### src/rtl/gonso_wb_master_if.sv
// gonso_wb_master_if: command/response and Wishbone classic signals of the
// gonso Wishbone initiator. The master modport is the initiator's view. The
// slave modport is the view of the requester plus the bus slave.
interface gonso_wb_master_if;
    // command side
    logic        cmd_valid;
    logic        cmd_ready;
    logic        cmd_we;
    logic [31:0] cmd_adr;
    logic [31:0] cmd_dat;
    logic [3:0]  cmd_sel;
    // response side
    logic        rsp_valid;
    logic        rsp_ready;
    logic [31:0] rsp_dat;
    logic        rsp_err;
    logic        busy;
    // Wishbone master side
    logic        wbm_cyc_o;
    logic        wbm_stb_o;
    logic        wbm_we_o;
    logic [31:0] wbm_adr_o;
    logic [31:0] wbm_dat_o;
    logic [3:0]  wbm_sel_o;
    logic        wbm_ack_i;
    logic [31:0] wbm_dat_i;

    modport master (
        input  cmd_valid, cmd_we, cmd_adr, cmd_dat, cmd_sel, rsp_ready,
        input  wbm_ack_i, wbm_dat_i,
        output cmd_ready, rsp_valid, rsp_dat, rsp_err, busy,
        output wbm_cyc_o, wbm_stb_o, wbm_we_o, wbm_adr_o, wbm_dat_o, wbm_sel_o
    );

    modport slave (
        output cmd_valid, cmd_we, cmd_adr, cmd_dat, cmd_sel, rsp_ready,
        output wbm_ack_i, wbm_dat_i,
        input  cmd_ready, rsp_valid, rsp_dat, rsp_err, busy,
        input  wbm_cyc_o, wbm_stb_o, wbm_we_o, wbm_adr_o, wbm_dat_o, wbm_sel_o
    );
endinterface

### src/rtl/gonso_wb_master.sv
// gonso_wb_master: Wishbone classic initiator. Queued commands are run one at
// a time as single read/write cycles, and each command produces one response.
// Optional feature macro: GONSO_WBM_TIMEOUT_EN. When it is defined, a
// watchdog aborts a BUS cycle after TO_CYCLES clocks without an ack.
module gonso_wb_master #(
    parameter int FIFO_DEPTH = 4,
    parameter int TO_CYCLES  = 256
) (
    input  logic              clk,
    input  logic              rst_n,
    gonso_wb_master_if.master bus
);
    localparam int AW = $clog2(FIFO_DEPTH);

    typedef struct packed {
        logic        we;
        logic [31:0] adr;
        logic [31:0] dat;
        logic [3:0]  sel;
    } cmd_t;

    typedef enum logic [1:0] {IDLE, BUS, RESP} state_t;

    // command FIFO storage and pointers; the extra MSB separates full from empty
    cmd_t        fifo_mem [FIFO_DEPTH];
    logic [AW:0] wr_ptr_reg;
    logic [AW:0] rd_ptr_reg;
    logic        full;
    logic        empty;
    logic        push;
    logic        pop;
    cmd_t        head;

    state_t      state_reg;
    logic        cyc_reg;
    logic        we_reg;
    logic [31:0] adr_reg;
    logic [31:0] dat_reg;
    logic [3:0]  sel_reg;
    logic        rsp_valid_reg;
    logic [31:0] rsp_dat_reg;
    logic        rsp_err_reg;

`ifdef GONSO_WBM_TIMEOUT_EN
    localparam int CW = $clog2(TO_CYCLES);
    logic [CW-1:0] to_cnt_reg;
`else
    // no watchdog in this build; TO_CYCLES only has to be accepted
    logic unused_to_cycles;
    assign unused_to_cycles = (TO_CYCLES < 2);
`endif

    assign empty = (wr_ptr_reg == rd_ptr_reg);
    assign full  = (wr_ptr_reg[AW] != rd_ptr_reg[AW]) &&
                   (wr_ptr_reg[AW-1:0] == rd_ptr_reg[AW-1:0]);
    assign push  = bus.cmd_valid && !full;
    assign pop   = !empty && ((state_reg == IDLE) ||
                              (state_reg == RESP && bus.rsp_ready));
    assign head  = fifo_mem[rd_ptr_reg[AW-1:0]];

    // FIFO storage write; the contents need no reset because the pointers guard them
    always_ff @(posedge clk) begin
        if (push) begin
            fifo_mem[wr_ptr_reg[AW-1:0]] <= '{we:  bus.cmd_we,  adr: bus.cmd_adr,
                                              dat: bus.cmd_dat, sel: bus.cmd_sel};
        end
    end

    // FIFO pointers; a push and a pop in the same cycle leave the level unchanged
    always_ff @(posedge clk or negedge rst_n) begin
        if (!rst_n) begin
            wr_ptr_reg <= '0;
            rd_ptr_reg <= '0;
        end else begin
            if (push) wr_ptr_reg <= wr_ptr_reg + 1'b1;
            if (pop)  rd_ptr_reg <= rd_ptr_reg + 1'b1;
        end
    end

    // Bus/response FSM with registered Wishbone and response outputs
    always_ff @(posedge clk or negedge rst_n) begin
        if (!rst_n) begin
            state_reg     <= IDLE;
            cyc_reg       <= 1'b0;
            we_reg        <= 1'b0;
            adr_reg       <= '0;
            dat_reg       <= '0;
            sel_reg       <= '0;
            rsp_valid_reg <= 1'b0;
            rsp_dat_reg   <= '0;
            rsp_err_reg   <= 1'b0;
`ifdef GONSO_WBM_TIMEOUT_EN
            to_cnt_reg    <= '0;
`endif
        end else begin
            unique case (state_reg)
                IDLE: begin
                    // leaving IDLE only happens through the pop below
                end
                BUS: begin
                    if (bus.wbm_ack_i) begin
                        cyc_reg       <= 1'b0;
                        we_reg        <= 1'b0;
                        rsp_dat_reg   <= we_reg ? 32'h0 : bus.wbm_dat_i;
                        rsp_err_reg   <= 1'b0;
                        rsp_valid_reg <= 1'b1;
                        state_reg     <= RESP;
                    end
`ifdef GONSO_WBM_TIMEOUT_EN
                    else if (to_cnt_reg == CW'(TO_CYCLES - 1)) begin
                        // slave never answered: abandon the cycle and report it
                        cyc_reg       <= 1'b0;
                        we_reg        <= 1'b0;
                        rsp_dat_reg   <= 32'h0;
                        rsp_err_reg   <= 1'b1;
                        rsp_valid_reg <= 1'b1;
                        state_reg     <= RESP;
                    end else begin
                        to_cnt_reg <= to_cnt_reg + 1'b1;
                    end
`endif
                end
                RESP: begin
                    if (bus.rsp_ready) begin
                        rsp_valid_reg <= 1'b0;
                        state_reg     <= IDLE;
                    end
                end
                default: state_reg <= IDLE;
            endcase

            // Starting the next command overrides the IDLE target chosen above
            if (pop) begin
                adr_reg   <= head.adr;
                dat_reg   <= head.dat;
                sel_reg   <= head.sel;
                we_reg    <= head.we;
                cyc_reg   <= 1'b1;
                state_reg <= BUS;
`ifdef GONSO_WBM_TIMEOUT_EN
                to_cnt_reg <= '0;
`endif
            end
        end
    end

    assign bus.cmd_ready = !full;
    assign bus.busy      = !empty || (state_reg != IDLE);
    assign bus.wbm_cyc_o = cyc_reg;
    assign bus.wbm_stb_o = cyc_reg;
    assign bus.wbm_we_o  = we_reg;
    assign bus.wbm_adr_o = adr_reg;
    assign bus.wbm_dat_o = dat_reg;
    assign bus.wbm_sel_o = sel_reg;
    assign bus.rsp_valid = rsp_valid_reg;
    assign bus.rsp_dat   = rsp_dat_reg;
    assign bus.rsp_err   = rsp_err_reg;
endmodule

### src/flat_wrapper.sv
// flat-port wrapper written by rule: the top's interface ports become plain ports
module gonso_wb_master_flat 
#(
    parameter int FIFO_DEPTH = 4,
    parameter int TO_CYCLES  = 256
)
  (clk, rst_n, bus_cmd_valid, bus_cmd_we, bus_cmd_adr, bus_cmd_dat, bus_cmd_sel, bus_rsp_ready, bus_wbm_ack_i, bus_wbm_dat_i, bus_cmd_ready, bus_rsp_valid, bus_rsp_dat, bus_rsp_err, bus_busy, bus_wbm_cyc_o, bus_wbm_stb_o, bus_wbm_we_o, bus_wbm_adr_o, bus_wbm_dat_o, bus_wbm_sel_o);
  gonso_wb_master_if bus_i ();
  input  logic clk;
  input  logic rst_n;
  input wire logic [$bits(bus_i.cmd_valid)-1:0] bus_cmd_valid;
  input wire logic [$bits(bus_i.cmd_we)-1:0] bus_cmd_we;
  input wire logic [$bits(bus_i.cmd_adr)-1:0] bus_cmd_adr;
  input wire logic [$bits(bus_i.cmd_dat)-1:0] bus_cmd_dat;
  input wire logic [$bits(bus_i.cmd_sel)-1:0] bus_cmd_sel;
  input wire logic [$bits(bus_i.rsp_ready)-1:0] bus_rsp_ready;
  input wire logic [$bits(bus_i.wbm_ack_i)-1:0] bus_wbm_ack_i;
  input wire logic [$bits(bus_i.wbm_dat_i)-1:0] bus_wbm_dat_i;
  output wire logic [$bits(bus_i.cmd_ready)-1:0] bus_cmd_ready;
  output wire logic [$bits(bus_i.rsp_valid)-1:0] bus_rsp_valid;
  output wire logic [$bits(bus_i.rsp_dat)-1:0] bus_rsp_dat;
  output wire logic [$bits(bus_i.rsp_err)-1:0] bus_rsp_err;
  output wire logic [$bits(bus_i.busy)-1:0] bus_busy;
  output wire logic [$bits(bus_i.wbm_cyc_o)-1:0] bus_wbm_cyc_o;
  output wire logic [$bits(bus_i.wbm_stb_o)-1:0] bus_wbm_stb_o;
  output wire logic [$bits(bus_i.wbm_we_o)-1:0] bus_wbm_we_o;
  output wire logic [$bits(bus_i.wbm_adr_o)-1:0] bus_wbm_adr_o;
  output wire logic [$bits(bus_i.wbm_dat_o)-1:0] bus_wbm_dat_o;
  output wire logic [$bits(bus_i.wbm_sel_o)-1:0] bus_wbm_sel_o;
  assign bus_i.cmd_valid = bus_cmd_valid;
  assign bus_i.cmd_we = bus_cmd_we;
  assign bus_i.cmd_adr = bus_cmd_adr;
  assign bus_i.cmd_dat = bus_cmd_dat;
  assign bus_i.cmd_sel = bus_cmd_sel;
  assign bus_i.rsp_ready = bus_rsp_ready;
  assign bus_i.wbm_ack_i = bus_wbm_ack_i;
  assign bus_i.wbm_dat_i = bus_wbm_dat_i;
  assign bus_cmd_ready = bus_i.cmd_ready;
  assign bus_rsp_valid = bus_i.rsp_valid;
  assign bus_rsp_dat = bus_i.rsp_dat;
  assign bus_rsp_err = bus_i.rsp_err;
  assign bus_busy = bus_i.busy;
  assign bus_wbm_cyc_o = bus_i.wbm_cyc_o;
  assign bus_wbm_stb_o = bus_i.wbm_stb_o;
  assign bus_wbm_we_o = bus_i.wbm_we_o;
  assign bus_wbm_adr_o = bus_i.wbm_adr_o;
  assign bus_wbm_dat_o = bus_i.wbm_dat_o;
  assign bus_wbm_sel_o = bus_i.wbm_sel_o;
  gonso_wb_master #(.FIFO_DEPTH(FIFO_DEPTH), .TO_CYCLES(TO_CYCLES)) u_core (.clk(clk), .rst_n(rst_n), .bus(bus_i));
endmodule
### config.mk
export PLATFORM = sky130hd
export DESIGN_NAME = gonso_wb_master_flat
export DESIGN_NICKNAME = d
export VERILOG_FILES = /design/src/rtl/gonso_wb_master_if.sv /design/src/rtl/gonso_wb_master.sv /design/src/flat_wrapper.sv
export SDC_FILE = /design/constraint.sdc
export NUM_CORES = 1
export LEC_CHECK = 0
export ABC_AREA = 1
export CAP_MARGIN = 15
export CORE_MARGIN = 1.5
export CORE_UTILIZATION = 25
export CTS_CLUSTER_SIZE = 30
export DETAILED_ROUTE_END_ITERATION = 7
export DONT_BUFFER_PORTS = 1
export PLACE_DENSITY_LB_ADDON = 0.3
export SYNTH_ARGS = -nofsm -noshare
export SYNTH_HDL_FRONTEND = slang
export SYNTH_SLANG_ARGS = --single-unit
export TNS_END_PERCENT = 50
### constraint.sdc
create_clock -name clk -period 4.63 [get_ports clk]
set_clock_uncertainty 0.05 [all_clocks]
set_input_delay 0.463 -clock clk [delete_from_list [all_inputs] [get_ports clk]]
set_output_delay 0.463 -clock clk [all_outputs]
set_load 0.05 [all_outputs]
==> summary by stage <==
Run status
The flow ran to the end, and the final reports show no timing, DRC or antenna violations.

Die
The die outline area is approximately 0.066 sq mm. Once the floorplan was initialized, standard cells occupied 25.2% of the core. around 210 I/O pins were placed.

From left edge to right edge, the die measures between 200 and 300 um. The chip height is about 260 um. After floorplanning, the core was sized to cover approximately 0.064 sq mm.

The count of standard-cell rows is just over 90.

Synthesis
The distinct cell type count after synthesis is 21. The cell count after synthesis is ~1600. The count of yosys warnings during synthesis is 0. The synthesized design contains just under 400 register bits.

Dividing the synthesized area by the synthesized cell count gives 10.1 sq um. Counting every net in the synthesized netlist gives roughly 1700. The cell area after synthesis is 0.0162 sq mm. After synthesis, flip-flops and latches occupy between 60% and 70% of the total area.

Critical path
On the worst path, the slowest cell contributes a delay of 0.71 ns. The most numerous cell type found on the critical path is sky130_fd_sc_hd__nand2_1. The startpoint kind of the worst setup timing path is a flop.

The endpoint kind of the worst setup timing path is an output port. Among all stages on the critical path, the largest delay is contributed by sky130_fd_sc_hd__dfrtp_4. The data arrival at the endpoint of the critical path is 3.09 ns. The kind of critical path is flop to output port. The maximum fanout encountered on the critical timing path is 62. Traced cell by cell, the critical path runs through inv_4 > nand2_1 > nand2_1 > nand3_4 > nand3b_1.

The critical register-to-register path endpoint is u_core.fifo_mem[1][21]. The setup slack on the worst flop-to-flop path is about 1.1 ns. The worst register-to-register path begins at u_core.rd_ptr_reg[0]. The number of cells on the worst reg-to-reg path is 8.

The required time at the endpoint of the critical path is 4.12 ns.

CTS
The clock tree from TritonCTS is yes. For this design, the CTS-stage hold fixing added 100 buffers. Gates resized during post-CTS repair numbered 0. Clock latency on the worst-skew pair, taken at its later pin, is 0.56 ns.

Clock-pin slew was measured on the worst setup and hold paths at around 0.060 ns. The number of buffers created by CTS is 45. The H-tree level count is 2.

The clock passes through at most 3 buffers. The clock sink total is between 300 and 400. The cell at the root of the clock tree is sky130_fd_sc_hd__clkbuf_16. After clock tree synthesis, the setup repair step added 0 buffers.

Place
The final HPWL from detailed placement is approximately 23 mm. Port buffering added 0 buffers. The congestion estimate from routability-driven global placement came to between 0.7 and 0.8. The cell count after placement is around 2400.

Routing
The number of detailed-route iterations in the first pass is 5. The final wirelength is roughly 41 mm. The number of nets with antenna violations after routing is 0. The number of remaining DRC errors is 0. In the routed layout, each cell is associated on average with a via count of 4.07. The number of vias after detailed routing is 10494. Dividing the detail-routed wire length by the instance count gives 16.0 um.

After the first detailed-routing iteration, the DRC count stood at around 520.

GRT
The first-pass GRT wire length is 63.5 mm. The total overflow reported by the global router is 0. Entering global routing, the biggest net connects approximately 110 pins. The global-route total usage across every layer is 12.4%.

The number of global-route vias before repair is about 11000. The number of antenna violations at the first check in global routing came to 3.

Cells and area
The layout has 6596 filler cells. The fraction of layout cells with a size suffix above 1 is around 6.3%. Leaving out fill and tap cells, the most frequent cell in the layout is sky130_fd_sc_hd__nand2_1. The net count of the finished layout is ~1800. The register with the most flip-flops in the layout has around 280 of them. The area added between synthesis and finish is 21.6%. The finished layout holds ~2600 standard cells, fillers aside. Leaving out fill and tap cells, the most frequent cells in the layout are sky130_fd_sc_hd__nand2_1, sky130_fd_sc_hd__inv_1, sky130_fd_sc_hd__edfxtp_1, sky130_fd_sc_hd__nand3_1, sky130_fd_sc_hd__dfrtp_1.

Power and ir drop
The total power density per cell area is 733 mW/mm^2. The maximum vdd drop is slightly below 0.4 mV. The static leakage power is about 8.9 nW.

Timing
The relative slew slack is 26.5%. The count of pins over their slew limit is 0. The clock period minus final worst setup slack is between 3 and 4 ns. The setup violation total in the final timing report is 0.

The hold violation count in the final report was 0. For this run, the top clock speed supported by timing is roughly 280 MHz. The post-route setup TNS is 0 ns. At the pin with the least slew margin, the transition time is between 1 and 1.5 ns. Setup repair after global routing left no endpoint under its margin.

Of the available clock period, the critical path in the final layout requires about 78%.

Hold path
The worst hold path passes through 2 cells. In this run the most critical hold path is launched from bus_wbm_dat_i[23]. For hold timing, the worst endpoint is u_core.bus.rsp_dat[23]. The type of the most critical hold path is input pin to flop.

Run
The number of max-capacitance violations reported is 0.
[cell families (layout without fill, tap and decap cells)]
logic type	after synthesis	after routing	synth area share [%]
DFF	387	387	68.4
xor gates and xnor gates	2	2	0.108
adders and majority gates	5	5	0.387
other	1	4	0.0232
AOI/OAI and AO/OA	36	36	1.20
and+or+nand+nor	800	800	20.3
buffers and inverters	373	492	9.59
[Yosys cell counts, drive strengths merged]
cell,instances,area (sq um)
nand2,578,2170
inv,292,1100
edfxtp,276,8290
nand3,215,1080
dfrtp,111,2780
buf,51,339
o21ai,34,170
clkbuf,30,113
ha,5,62.6
nor2,5,18.8
xor2,2,17.5
a21oi,1,16.3
conb,1,3.75
nand3b,1,7.51
nor3,1,5.00
o31ai,1,7.51
[worst max path at each step]
stage	start	endpoint	slack [ns]
finish	u_core.rd_ptr_reg[0]	bus_busy	1.03
global route	u_core.rd_ptr_reg[0]	bus_busy	0.79
CTS	u_core.rd_ptr_reg[0]	bus_busy	0.84
detailed placement	u_core.rd_ptr_reg[0]	u_core.fifo_mem[1][28]	0.97
global placement	u_core.rd_ptr_reg[0]	u_core.fifo_mem[2][27]	0.93
floorplan	u_core.rd_ptr_reg[0]	u_core.fifo_mem[0][0]	-0.20
[per-layer routing]
metal  vias up  GRT usage (%)  part of all wire, %
met5         -              0                    0
met4         0           3.20                  2.0
met3        61           3.79                  7.0
met2       257           20.9                   47
met1      4968           15.5                   44
li1       5208              -                    -
[stage by stage]
stage	hold WS [ns]	worst slack, ns	util, %	cell area (sq um)	total power [mW]
after floorplan	0.117	-0.201	-	16200	9.52
after global placement	0.120	0.931	26.5	17000	10.6
after detailed placement	0.120	0.969	26.5	17000	10.7
after CTS	0.00790	0.844	30.6	19600	14.7
after global routing	0.0106	0.793	30.6	19700	15.4
final	0.0446	1.03	30.6	19700	14.4
[final cells by class]
cell class	instances	area, sq um	share of cell area [%]
flip-flops and latches	387	11100	56.3
clock inverters	25	303	1.54
well taps	855	1070	5.44
inverters	292	1100	5.60
diodes	3	7.51	0.0382
multi-input cells	844	3610	18.4
clock buffers	59	1320	6.71
repair buffers	116	1180	5.98
[critical path: cells and delay by family, from the launching register on]
kind | cells | cell delay [ns]
and+or+nand+nor | 4 | 1.19
DFF | 1 | 0.71
buffers and inverters | 1 | 0.59
[report_power, final]
| part | switching (mW) | internal [mW] | total [mW] |
|---|---|---|---|
| Sequential | 2.08 | 4.73 | 6.80 |
| Combinational | 2.67 | 1.11 | 3.78 |
| Clock | 1.47 | 2.35 | 3.82 |
No activity file was read; power rests on OpenSTA's default activity.
